File: src/rtl/tmr0_wdt_ctrl.sv
// TMR0 clock-source, T0CKI sync, shared prescaler and sleep tracking for the PIC16F54 core.
// Define TMR0_WDT_CTRL_WDT_EN to build the watchdog; otherwise wdtmr is tied low.
module tmr0_wdt_ctrl #(
    parameter int WDT_BASE_W  = 10,
    parameter int SYNC_STAGES = 2
) (
    input  logic       clk,
    input  logic       rst,
    input  logic [7:0] option_in,
    input  logic       t0cki,
    input  logic       tmr0_wr,
    input  logic       clrwdt,
    input  logic       sleep,
    output logic       tmr0_inc,
    output logic       wdtmr,
    output logic       asleep,
    output logic [7:0] psc_cnt
);

    logic                   t0cs_s;
    logic                   t0se_s;
    logic                   psa_s;
    logic [2:0]             ps_s;
    logic [SYNC_STAGES-1:0] sync_r;
    logic                   hist_r;
    logic                   sync_last_s;
    logic                   ext_evt_s;
    logic                   src_evt_s;
    logic                   psa_chg_s;
    logic [7:0]             tc_tmr_s;
    logic                   psa_shadow_r;
    logic [7:0]             psc_cnt_r;
    logic [7:0]             psc_cnt_s;
    logic                   tmr0_inc_r;
    logic                   tmr0_inc_s;
    logic                   wdtmr_r;
    logic                   wdtmr_s;
    logic                   asleep_r;
    logic                   asleep_s;
    logic                   unused_s;

    assign t0cs_s      = option_in[5];
    assign t0se_s      = option_in[4];
    assign psa_s       = option_in[3];
    assign ps_s        = option_in[2:0];
    assign sync_last_s = sync_r[SYNC_STAGES-1];
    assign ext_evt_s   = t0se_s ? (hist_r & ~sync_last_s) : (~hist_r & sync_last_s);
    assign src_evt_s   = t0cs_s ? ext_evt_s : ~asleep_r;
    assign psa_chg_s   = psa_s ^ psa_shadow_r;
    // Terminal count 2^(PS+1)-1 without an overflowing shift at PS=7
    assign tc_tmr_s    = 8'hFF >> (3'd7 - ps_s);

`ifdef TMR0_WDT_CTRL_WDT_EN
    logic [WDT_BASE_W-1:0] wdt_base_r;
    logic [WDT_BASE_W-1:0] wdt_base_s;
    logic [7:0]            tc_wdt_s;
    logic                  base_ovf_s;
    logic                  wdt_clr_s;
    logic                  wdt_hit_s;
    logic                  timeout_s;

    assign tc_wdt_s   = 8'h7F >> (3'd7 - ps_s);
    assign base_ovf_s = &wdt_base_r;
    assign wdt_clr_s  = clrwdt | sleep;
    assign wdt_hit_s  = psa_s ? (psc_cnt_r == tc_wdt_s) : 1'b1;
    // Clears and a PSA switch both outrank a timeout in the same cycle
    assign timeout_s  = base_ovf_s & wdt_hit_s & ~wdt_clr_s & ~psa_chg_s;
    assign unused_s   = ^option_in[7:6];

    // WDT base counter and sleep flag next state
    always_comb begin
        wdt_base_s = wdt_base_r + WDT_BASE_W'(1'b1);
        wdtmr_s    = timeout_s;
        if (wdt_clr_s || timeout_s) begin
            wdt_base_s = {WDT_BASE_W{1'b0}};
        end else begin
            wdt_base_s = wdt_base_r + WDT_BASE_W'(1'b1);
        end
        if (sleep) begin
            asleep_s = 1'b1;
        end else if (timeout_s) begin
            asleep_s = 1'b0;
        end else begin
            asleep_s = asleep_r;
        end
    end

    // WDT base counter register
    always_ff @(posedge clk) begin
        if (rst) begin
            wdt_base_r <= {WDT_BASE_W{1'b0}};
        end else begin
            wdt_base_r <= wdt_base_s;
        end
    end
`else
    logic [WDT_BASE_W-1:0] wdt_unused_s;

    assign wdt_unused_s = {WDT_BASE_W{1'b0}};
    assign unused_s     = ^{option_in[7:6], clrwdt, wdt_unused_s};

    // Without the watchdog only reset can wake the core
    always_comb begin
        wdtmr_s = 1'b0;
        if (sleep) begin
            asleep_s = 1'b1;
        end else begin
            asleep_s = asleep_r;
        end
    end
`endif

    // Prescaler and TMR0 increment next state
    always_comb begin
        psc_cnt_s  = psc_cnt_r;
        tmr0_inc_s = 1'b0;
        if (psa_chg_s) begin
            psc_cnt_s = 8'd0;
        end else if (!psa_s) begin
            if (tmr0_wr) begin
                psc_cnt_s = 8'd0;
            end else if (src_evt_s) begin
                if (psc_cnt_r == tc_tmr_s) begin
                    psc_cnt_s  = 8'd0;
                    tmr0_inc_s = 1'b1;
                end else begin
                    psc_cnt_s = psc_cnt_r + 8'd1;
                end
            end else begin
                psc_cnt_s = psc_cnt_r;
            end
        end else begin
            tmr0_inc_s = src_evt_s;
`ifdef TMR0_WDT_CTRL_WDT_EN
            if (wdt_clr_s || timeout_s) begin
                psc_cnt_s = 8'd0;
            end else if (base_ovf_s) begin
                psc_cnt_s = psc_cnt_r + 8'd1;
            end else begin
                psc_cnt_s = psc_cnt_r;
            end
`else
            psc_cnt_s = 8'd0;
`endif
        end
    end

    // T0CKI synchroniser and edge-history flop
    always_ff @(posedge clk) begin
        if (rst) begin
            sync_r <= {SYNC_STAGES{1'b0}};
            hist_r <= 1'b0;
        end else begin
            sync_r <= {sync_r[SYNC_STAGES-2:0], t0cki};
            hist_r <= sync_last_s;
        end
    end

    // Prescaler, PSA shadow and registered outputs
    always_ff @(posedge clk) begin
        if (rst) begin
            psc_cnt_r    <= 8'd0;
            psa_shadow_r <= 1'b0;
            tmr0_inc_r   <= 1'b0;
            wdtmr_r      <= 1'b0;
            asleep_r     <= 1'b0;
        end else begin
            psc_cnt_r    <= psc_cnt_s;
            psa_shadow_r <= psa_s;
            tmr0_inc_r   <= tmr0_inc_s;
            wdtmr_r      <= wdtmr_s;
            asleep_r     <= asleep_s;
        end
    end

    assign tmr0_inc = tmr0_inc_r;
    assign wdtmr    = wdtmr_r;
    assign asleep   = asleep_r;
    assign psc_cnt  = psc_cnt_r;

endmodule

File: config.mk
export PLATFORM = sky130hd
export DESIGN_NAME = tmr0_wdt_ctrl
export DESIGN_NICKNAME = d
export VERILOG_FILES = /design/src/rtl/tmr0_wdt_ctrl.sv
export SDC_FILE = /design/constraint.sdc
export NUM_CORES = 1
export LEC_CHECK = 0
export ABC_AREA = 1
export CAP_MARGIN = 0
export CORE_UTILIZATION = 45
export CTS_CLUSTER_SIZE = 25
export DETAILED_ROUTE_END_ITERATION = 8
export PLACE_DENSITY = 0.81
export SETUP_SLACK_MARGIN = 0.05
export SYNTH_ARGS = -nofsm -noshare
export SYNTH_HDL_FRONTEND = slang
export SYNTH_SLANG_ARGS = --single-unit
File: constraint.sdc
create_clock -name clk -period 1.7 [get_ports clk]
set_clock_uncertainty 0.15 [all_clocks]
set_input_delay 0.17 -clock clk [delete_from_list [all_inputs] [get_ports clk]]
set_output_delay 0.17 -clock clk [all_outputs]
set_load 0.005 [all_outputs]
; Word-level counts from Yosys, hierarchy flattened
; Index checks and enable logic that the tools add are counted.
[word_totals]
register_bits = 14
output_inout_bits = 11
in_bits = 14
word_cells = 25
[classes]
n_reduce_logical = 2
shift = 1
mux = 7
add_sub_neg = 2
bitwise_logic = 6
eq_ne = 1
[ops]
columns = cell, count
row1 = "8-bit by 1-bit adder with 8-bit output, second input constant", 1
row2 = 8-bit equality test, 1
row3 = 8-bit 2-to-1 mux, 1
row4 = "8-bit by 3-bit right shift with 8-bit output, first input constant", 1
row5 = 1-bit 2-to-1 mux, 6
row6 = 4-bit OR reduction, 1
row7 = 1-bit inverter, 3
row8 = "3-bit subtractor, first input constant", 1
row9 = 1-bit AND, 2
row10 = 2-bit OR reduction, 1
row11 = 1-bit bitwise XOR, 1

; Logic depth before layout (Yosys ltp)
[depth]
depth_word = 7
mapped_depth = 9
depth_no_buf = 9

; Worst setup path before layout
; OpenSTA, ideal clock, no wires.
[synth_timing]
path_type = register -> register
start = register asleep_r (netlist: asleep)
end = register psc_cnt_r[4] (netlist: psc_cnt[4])
t_arrival_ns = 1.043
setup_slack_ns = 0.442
path_buffers = 0
period_less_slack_ns = 1.258
required_time_ns = 1.486
path_stages_with_launch = 7
path_cell_list = dfxtp_1 -> or2_1 -> nand2_2 -> nand2_1 -> o21ai_0 -> nand2_1 -> nor2_1
[synth_via]
elab_chain_cells = 2
[synth_lines]
columns = element, line
row1 = from (decl), 38  ; logic asleep_r;
row2 = from (signal assigned), 172  ; asleep_r <= asleep_s;
row3 = 1-bit inverter, 48  ; assign src_evt_s = t0cs_s ? ext_evt_s : ~asleep_r;
row4 = 1-bit 2-to-1 mux, 48
row5 = to (signal assigned), 168  ; psc_cnt_r <= psc_cnt_s;
row6 = to (decl), 32  ; logic [7:0] psc_cnt_r;
; Every way passes these cells.
; A chain may end at the register's enable or synchronous reset.

; Worst setup path in the final report
[layout_timing]
start = register psc_cnt_r[4] (netlist: psc_cnt[4])
end = output psc_cnt[4]
[layout_lines]
columns = element, line
row1 = to (decl), 17  ; output logic [7:0] psc_cnt
; No word-level cell between the ends.

==> results.cfg <==
[floorplan]
die_w_um = 44.3
core_area_mm2 = 0.00159
start_util = 0.505
num_io_pins = 25
die_area_mm2 = 0.00196
die_y_um = 44.3
fp-row-count = 14

[synthesis]
synth_enable_flop_cells = 0
synthCells = 121
synth.avg_cell_area_um2 = 6.65
synth.top_cell.area_share = 0.348
async_flop_share = 0
synth_area_um2 = 805
synth_fp_nets = 136
ys_top_cells_by_area = dfxtp_1 35%, nand2_1 13%, inv_1 10%, nor2_1 7.9%, nand3_1 4.4%
ys_ff_latch = 14
yosysSeqAreaShare = 0.348
synth_area_leader_cell = dfxtp_1
yosysWarnings = 0
yosysUniqueCellTypes = 24
yosysMostFrequentCell = nand2_1
netlist_top_cells_count = 27 x nand2_1, 22 x inv_1, 17 x nor2_1
synthFlopType = dfxtp_1

[route]
dr_total_vias = 824
via_per_inst = 4.88
drcViolationCount = 0
ant_nets = 0
routed_wl_mm = 1.75
routedWlPerCell_um = 10.4
drtIter0Drc = 13
dr.pass1.iters = 4

[power_and_ir_drop]
p_total_uw = 671
peakVddDrop_mv = 0.413
p_leak_nw = 0.481
p_per_area_mw_per_mm2 = 621

[global_routing]
overflow = 0
first_global_vias = 692
grt_usage = 0.191
grt_max_degree = 9
antenna_found_initial = 0
grt_first_pass_wirelength_mm = 2.81

[finish]
layout-drive-gt1-share = 0.0966
nets = 161
n_fill_cell = 135
regArea_um2 = 283
fin_cells = 169
diodes = 0
syn_to_final_growth_pct = 34.4
multiInputGateArea_um2 = 435

[cts]
clock_sinks = 14
h-tree-depth = 1
cts-root-to-sink-buffers = 2
clk_pin_slew_ns = 0.09
cts_tree = built
cts_setup_buffers = 0
clk_latency_ns = 0.28
cts_root_buf = clkbuf_4
cts_made_buffers = 3

[min_path]
hold_path_depth = 3
holdPathEnd = sync_r[0]$_SDFF_PP0_
hp-class = input port to flop
min_from = t0cki

[critical_path]
worst_ep_required_time_ns = 1.38
r2r-start = sync_r[1]$_SDFF_PP0_
worstPathCellList = clkdlybuf4s50_1
reg2reg_slack_ns = 0.26
crit_path_max_fanout = 7
reg2regPathDepth = 9
crit_slowest_cell = clkdlybuf4s50_1
critPathKind = flop to primary output
arrival_ns = 1.29
cpLargestDelayFamily = buffers and inverters
end_kind = primary output
reg2reg_to = psc_cnt[4]$_SDFFE_PP0P_
crit_path_max_incr_delay_ns = 0.55
startpoint_type = flop
critPathBufInv = 1

[placed_design]
place_congestion = 0.820
port_buffers = 20
post-place-ws_ns = -0.133
dp_cells = 165
dpl.hpwl_mm = 1.36

[sta]
fin_crit_ns = 1.61
setup_viol = 0
timing.final.max_slew_violations = 0
layout_worst_path_cycle_share = 0.946
timing.fmax_mhz = 622
finalHoldViolations = 0
grt_setup_unrepaired = no
setup_slack_ns = 0.0922

[status]
status = finished clean

[run]
maxCapViolCount = 0
flip-flops by register name, indices dropped and copies added, names as in the netlist:
signal / cells
sync_r: 2
tmr0_inc: 1
hist_r: 1
psc_cnt: 8
asleep: 1
psa_shadow_r: 1
metal layers:
layer,wire length [um],global-route usage
met5,0,0
met4,11,0.0545
met3,106,0.0367
met2,865,0.315
met1,767,0.253
through the flow:
| stage | area, um^2 | hold slack [ns] | setup TNS, ns | utilization |
|---|---|---|---|---|
| after floorplan | 805 | 0.0912 | 0 | - |
| after global placement | 1030 | 0.240 | -0.623 | 0.649 |
| after detailed placement | 1030 | 0.253 | -0.875 | 0.649 |
| after CTS | 1070 | 0.253 | 0 | 0.672 |
| after global routing | 1080 | 0.294 | 0 | 0.678 |
| final | 1080 | 0.255 | 0 | 0.678 |
worst max-delay path by stage:
stage                             from                      end  slack [ns]  cells after the start
2_1_floorplan      asleep$_SDFFE_PP0P_  psc_cnt[4]$_SDFFE_PP0P_        0.44                      6
3_3_place_gp              option_in[2]  psc_cnt[6]$_SDFFE_PP0P_       -0.09                      9
3_5_place_dp              option_in[2]  psc_cnt[6]$_SDFFE_PP0P_       -0.13                      9
4_1_cts        psc_cnt[4]$_SDFFE_PP0P_               psc_cnt[4]        0.08                      1
5_1_grt        psc_cnt[4]$_SDFFE_PP0P_               psc_cnt[4]        0.06                      1
6_report       psc_cnt[4]$_SDFFE_PP0P_               psc_cnt[4]        0.09                      1
cell usage in the layout (no fill, tap or decap), drive strengths merged:
master and n:
nand2 29, inv 23, clkdlybuf4s50 19, nor2 19
dfxtp 14, nand3 7, a21oi 6, nand4 6
o21ai 5, clkbuf 4, xor2 3, o21a 1
nand3b 1, or2 1, nor4 1, o211ai 1
xnor2 1, ha 1, conb 1, dlymetal6s2s 1
buf 1
repair_timing:
action / CTS / global route
hold buffers: 0 / 0
gates resized for setup: 0 / 4
endpoints found under the hold margin: 0 / 0
endpoints found under the setup margin: 0 / 9
worst min-delay path, delay by kind of cell:
| kind | cells | cell delay [ns] |
|---|---|---|
| AND/OR/NAND/NOR | 1 | 0.03 |
| buffers and inverters | 2 | 0.45 |
logic make-up after synthesis:
group | after synthesis | synth area share
xor+xnor | 4 | 0.0436
other cells | 1 | 0.00466
flops | 14 | 0.348
compound gates | 13 | 0.0871
buf+inv | 24 | 0.117
simple gates | 64 | 0.384
fa+ha+maj | 1 | 0.0155
report_power, final:
| part | total, mW | switching, mW | internal (mW) |
|---|---|---|---|
| clock | 0.241 | 0.111 | 0.130 |
| combinational | 0.0895 | 0.0453 | 0.0442 |
| sequential | 0.341 | 0.00536 | 0.335 |
| total | 0.671 | 0.161 | 0.510 |
layout make-up:
class                           count  area share
Timing Repair Buffer               21       0.194
Multi-Input combinational cell     83       0.403
Inverter                           23      0.0799
Clock buffer                        4      0.0336
Tap cell                           24      0.0278
Sequential cell                    14       0.262
No activity file was read; power rests on OpenSTA's default activity.
